### config.mk
export PLATFORM = sky130hd
export DESIGN_NAME = loopback_seq
export DESIGN_NICKNAME = d
export VERILOG_FILES = /design/src/rtl/loopback_seq.sv
export SDC_FILE = /design/constraint.sdc
export NUM_CORES = 1
export LEC_CHECK = 0
export CORE_MARGIN = 2
export CORE_UTILIZATION = 45
export CTS_CLUSTER_DIAMETER = 40
export DETAILED_ROUTE_END_ITERATION = 8
export GPL_TIMING_DRIVEN = 0
export PLACE_DENSITY = 0.64
export SYNTH_ARGS = -nofsm -noshare
export SYNTH_HDL_FRONTEND = slang
export SYNTH_SLANG_ARGS = --single-unit
### constraint.sdc
create_clock -name clk_i -period 4.6 [get_ports clk_i]
set_clock_uncertainty 0.1 [all_clocks]
set_input_delay 0.46 -clock clk_i [delete_from_list [all_inputs] [get_ports clk_i]]
set_output_delay 0.46 -clock clk_i [all_outputs]
set_load 0.005 [all_outputs]
### src/rtl/loopback_seq.sv
// loopback_seq: test sequencer for the prbs21 -> tx -> chan -> rx -> checker loopback path
// Resets the loopback checker, gates the PRBS source, waits for the checker to lock,
// then measures bit errors over N_BITS compared bits and reports a pass/fail verdict.
// Ports:
//   clk_i, rst_i (async, active-high)
//   start_i, abort_i              run control (abort has priority)
//   aligned_i, bit_valid_i, bit_err_i   checker status, synchronous to clk_i
//   prbs_en_o, lb_rst_o           PRBS source enable, checker reset
//   busy_o, done_o, pass_o, timeout_o, state_o   sequencer status
//   bit_cnt_o, err_cnt_o          compared bits / saturating error count
// Optional: define LB_SEQ_LOCK_LOSS_EN to fail the run if aligned_i drops in MEASURE.
module loopback_seq #(
  parameter int          RST_CYCLES    = 16,
  parameter int          ALIGN_TIMEOUT = 4096,
  parameter logic [63:0] N_BITS        = 64'd1000000,
  parameter int          ERR_W         = 32,
  parameter int          MAX_ERR       = 0
) (
  input  logic             clk_i,
  input  logic             rst_i,
  input  logic             start_i,
  input  logic             abort_i,
  input  logic             aligned_i,
  input  logic             bit_valid_i,
  input  logic             bit_err_i,
  output logic             prbs_en_o,
  output logic             lb_rst_o,
  output logic             busy_o,
  output logic             done_o,
  output logic             pass_o,
  output logic             timeout_o,
  output logic [2:0]       state_o,
  output logic [63:0]      bit_cnt_o,
  output logic [ERR_W-1:0] err_cnt_o
);
  typedef enum logic [2:0] {
    IDLE    = 3'd0,
    RESET   = 3'd1,
    ALIGN   = 3'd2,
    MEASURE = 3'd3,
    DONE    = 3'd4,
    FAIL    = 3'd5
  } state_t;
  localparam int T_MAX = (RST_CYCLES > ALIGN_TIMEOUT) ? RST_CYCLES : ALIGN_TIMEOUT;
  localparam int TW    = $clog2(T_MAX + 1);
  state_t           state_q, state_d;
  logic [TW-1:0]    timer_q, timer_d;
  logic [63:0]      bit_cnt_q, bit_cnt_d;
  logic [ERR_W-1:0] err_cnt_q, err_cnt_d;
  logic             pass_q, pass_d;
  logic             timeout_q, timeout_d;
  logic             done_q, done_d;
  logic             prbs_en_q, prbs_en_d;
  logic             lb_rst_q, lb_rst_d;
  logic             busy;
  assign busy = state_q inside {RESET, ALIGN, MEASURE};
  always_comb begin
    state_d   = state_q;
    timer_d   = timer_q;
    bit_cnt_d = bit_cnt_q;
    err_cnt_d = err_cnt_q;
    pass_d    = pass_q;
    timeout_d = timeout_q;
    if (abort_i) begin
      state_d = IDLE;
    end else if (!busy && start_i) begin
      state_d   = RESET;
      timer_d   = '0;
      bit_cnt_d = '0;
      err_cnt_d = '0;
      pass_d    = 1'b0;
      timeout_d = 1'b0;
    end else if (state_q == RESET) begin
      timer_d = timer_q + 1'b1;
      if (timer_q == TW'(RST_CYCLES - 1)) begin
        state_d = ALIGN;
        timer_d = '0;
      end
    end else if (state_q == ALIGN) begin
      timer_d = timer_q + 1'b1;
      // lock on the last allowed cycle still counts as success
      if (aligned_i) begin
        state_d = MEASURE;
      end else if (timer_q == TW'(ALIGN_TIMEOUT - 1)) begin
        state_d   = FAIL;
        timeout_d = 1'b1;
      end
    end else if (state_q == MEASURE) begin
      if (bit_valid_i) begin
        bit_cnt_d = bit_cnt_q + 64'd1;
        err_cnt_d = (bit_err_i && !(&err_cnt_q)) ? err_cnt_q + 1'b1 : err_cnt_q;
      end
      // completing the measurement takes precedence over a simultaneous lock loss
      if (bit_cnt_d == N_BITS) begin
        state_d = DONE;
        pass_d  = 64'(err_cnt_d) <= 64'(MAX_ERR);
      end
`ifdef LB_SEQ_LOCK_LOSS_EN
      else if (!aligned_i) begin
        state_d = FAIL;
      end
`endif
    end
    // outputs are registered copies of what the next state implies
    prbs_en_d = state_d inside {RESET, ALIGN, MEASURE};
    lb_rst_d  = state_d == RESET;
    done_d    = (state_d == DONE || state_d == FAIL) && state_d != state_q;
  end
  always_ff @(posedge clk_i or posedge rst_i) begin
    if (rst_i) begin
      state_q   <= IDLE;
      timer_q   <= '0;
      bit_cnt_q <= '0;
      err_cnt_q <= '0;
      pass_q    <= 1'b0;
      timeout_q <= 1'b0;
      done_q    <= 1'b0;
      prbs_en_q <= 1'b0;
      lb_rst_q  <= 1'b0;
    end else begin
      state_q   <= state_d;
      timer_q   <= timer_d;
      bit_cnt_q <= bit_cnt_d;
      err_cnt_q <= err_cnt_d;
      pass_q    <= pass_d;
      timeout_q <= timeout_d;
      done_q    <= done_d;
      prbs_en_q <= prbs_en_d;
      lb_rst_q  <= lb_rst_d;
    end
  end
  assign state_o   = state_q;
  assign prbs_en_o = prbs_en_q;
  assign busy_o    = prbs_en_q;
  assign lb_rst_o  = lb_rst_q;
  assign done_o    = done_q;
  assign pass_o    = pass_q;
  assign timeout_o = timeout_q;
  assign bit_cnt_o = bit_cnt_q;
  assign err_cnt_o = err_cnt_q;
endmodule

==> impl_results.md <==
* Sequential area share after synthesis at 35.3%
* Routed vias/inst at 6.25
* Post-synthesis async set-or-reset flop share at 100%
* R2R Setup Slk at 180 ps
* Critical path class: flop to flop
* Synth unique cells at 78
* WP depth at 10
* Largest area contributor in the netlist: dfrtp_1
* Clock slew at reported path FFs at 60 ps
* EDFF count, synth at 0
* Total CTS buffers at 17
* Outcome: finished, final reports clean
* Vias in the first global route at 7,804
* Std-Cell Rows at 49
* Leak at 3.86 nW
* Share of the synthesized area in the top cell type at 35.3%
* Clock sinks at 117
* Die width at 140 µm
* Yosys warnings at 0
* Full die area at 19,500 µm²
* Clock Latency Late Sink at 430 ps
* Critical Path RT at 4810 ps
* Final hold violations at 0
* Tightest Pin Transition at 1060 ps
* GRT Overall Usage at 29.7%
* Hold WC Path Type: primary input to asynchronous set/reset pin
* Layout cells sized above 1 at 8.88%
* Die height at 140 µm
* IO Port Bufs at 110
* Remaining Overflow, GRT at 0
* Main flop type after synthesis: dfrtp_1
* Area of the core at 18,000 µm²
* Htree depth at 4
* Slew Viols, Final at 0
* Post-synthesis cell area at 8300 µm²
* Pre-CTS WS at -561 ps
* Most frequent CP cell: or4_4
* Post-Syn Area per Cell at 7.96 µm²
* Drt pass-1 iters at 5
* Crit path max-delay family: simple AND/OR/NAND/NOR gates
* Root buffer cell: clkbuf_16
* Syn Inst Count at 1,042
* Cell depth of the worst flop-to-flop path at 10
* Commonest non-fill, non-tap cell in the layout: nand2_1
* Layout Cells excl Fill at 1,412
* Final setup fails at 0
* Drc violations at 0
* CP Launch Type: flop
* Crit end category: flop
* Critical-path cell list: nand4_2, or4_4, or4_2, mux2i_1, or4b_1, or4_4, nor4_4, and3_1, o21ai_2, a2111oi_2
* Most frequent cells in the layout: 171 x nand2_1, 141 x o21ai_0, 114 x dfrtp_1
* Max rail drop VDD at 0.236 mV
* Postcts setup bufs at 0
* Final WS setup at 182 ps
* I/O Pins at 112
* Final instance area at 10,400 µm²
* Area delta synth->final at 24.9%
* Final wirelength at 29.2 mm
* DP Cell Count at 1,382
* Max_slew headroom at 28.4%
* Via count at 8,818
* Hold slack at 285 ps
* FF+latch count, synth at 117
* Initial antenna violation count at 0
* First-pass GRT wire length at 45.4 mm
* Largest net degree at the start of global routing at 84
* Fin crit period at 4420 ps
* Max Root-Sink Buffers at 2
* Period utilisation layout at 96.0%
* Hold buffer count at cts at 0
* Total power at 2.56 mW
* Largest stage delay on the critical path at 730 ps
* Placed cell area at 9720 µm²
* Detailed-placement wirelength estimate at 20.6 mm
* Mapped Nets at 1,052
* Placer Congestion at 0.955
* Pwr Density at 247 nW/µm²
* Arrival time at the worst endpoint at 4630 ps
* CTS tree: done
* Initial Utilization at 46.0%
* RSZ-0062 raised after global routing: no
* Max Cap Viol at 0
* Number of buffers and inverters on the critical path at 0
* WL/cell at 20.7 µm
* First DRT Iteration DRCs at 965
* Remaining antenna violation count after routing at 0
* Slowest cell on the critical path: or4_2
* Layout net count at 1,182
* Top cells by area, synth: dfrtp_1 35%, o21ai_0 8.5%, nand2_1 7.7%, xnor2_1 3.8%, o31ai_1 3.3%
* Fmax at 226 MHz
* Worst-path fanout max at 7
* Antenna Cells at 0
-- path summary, 6_finish.rpt --
check                                       endpoint                      from
min                             state_o[2]$_DFF_PP0_                     rst_i
min in group clk_i            timer_q[1]$_DFFE_PP0P_                   abort_i
min reg2reg                   timer_q[1]$_DFFE_PP0P_    timer_q[1]$_DFFE_PP0P_
max                               lb_rst_o$_DFF_PP0_  bit_cnt_o[7]$_DFFE_PP0P_
max in group asynchronous  bit_cnt_o[29]$_DFFE_PP0P_                     rst_i
max reg2reg                       lb_rst_o$_DFF_PP0_  bit_cnt_o[7]$_DFFE_PP0P_
-- what timing repair did --
item	CTS	global route
endpoints found under the setup margin	5	4
endpoints found under the hold margin	0	0
gates resized for setup	2	8
-- flip-flops by register name, indices dropped and copies added, names as in the netlist --
signal	count
state_o	3
lb_rst_o	1
timeout_o	1
pass_o	1
timer_q	13
bit_cnt_o	64
busy_o	1
err_cnt_o	32
done_o	1
-- logic make-up after synthesis --
group                    count (synthesis)  share of synthesized area [%]
AND/OR/NAND/NOR                        493                           31.7
AO/OA/AOI/OAI                          286                           21.1
flip-flops                             117                           35.3
buffers and inverters                   88                           5.59
XOR/XNOR                                50                           5.28
multiplexers                             5                          0.633
adder cells (fa/ha/maj)                  3                          0.452
-- cells in the mapped netlist, drive strengths merged (11+ instances only) --
| cell type | number |
|---|---|
| or4 | 11 |
| nand3 | 41 |
| a31oi | 19 |
| clkbuf | 53 |
| o31ai | 37 |
| xor2 | 14 |
| and3 | 29 |
| inv | 15 |
| nor3 | 32 |
| nand4 | 45 |
| or3 | 14 |
| dfrtp | 117 |
| buf | 19 |
| a21oi | 32 |
| nor4 | 30 |
| o21ai | 145 |
| nor2 | 66 |
| xnor2 | 36 |
| and4 | 14 |
| nand2 | 171 |
-- area by class of cell --
class / instances / area (µm²)
clock inverters: 9 / 128
flip-flops and latches: 117 / 2930
fillers: 1742 / 7660
inverters: 15 / 61.3
clock buffers: 21 / 470
multi-input cells: 837 / 4950
repair buffers: 111 / 1130
plain buffers: 73 / 408
well taps: 229 / 287
-- where the power goes --
group          switching [mW]  total (mW)  internal (mW)
combinational          0.0893       0.133         0.0440
sequential            0.00727        1.05           1.04
clock                   0.495        1.38          0.885
-- routing by layer --
layer	track usage, %	routed length, µm
met3	6.50	2530
met1	43.3	13100
met5	0	0
met2	43.8	12700
met4	9.74	824
-- stage by stage --
| step | setup TNS (ps) | utilization [%] |
|---|---|---|
| after floorplan | 0 | - |
| after global placement | -122650 | 53.7 |
| after detailed placement | -2520 | 53.9 |
| after CTS | 0 | 57.3 |
| after global routing | 0 | 57.5 |
| final | 0 | 57.5 |
No activity file was read; power rests on OpenSTA's default activity.
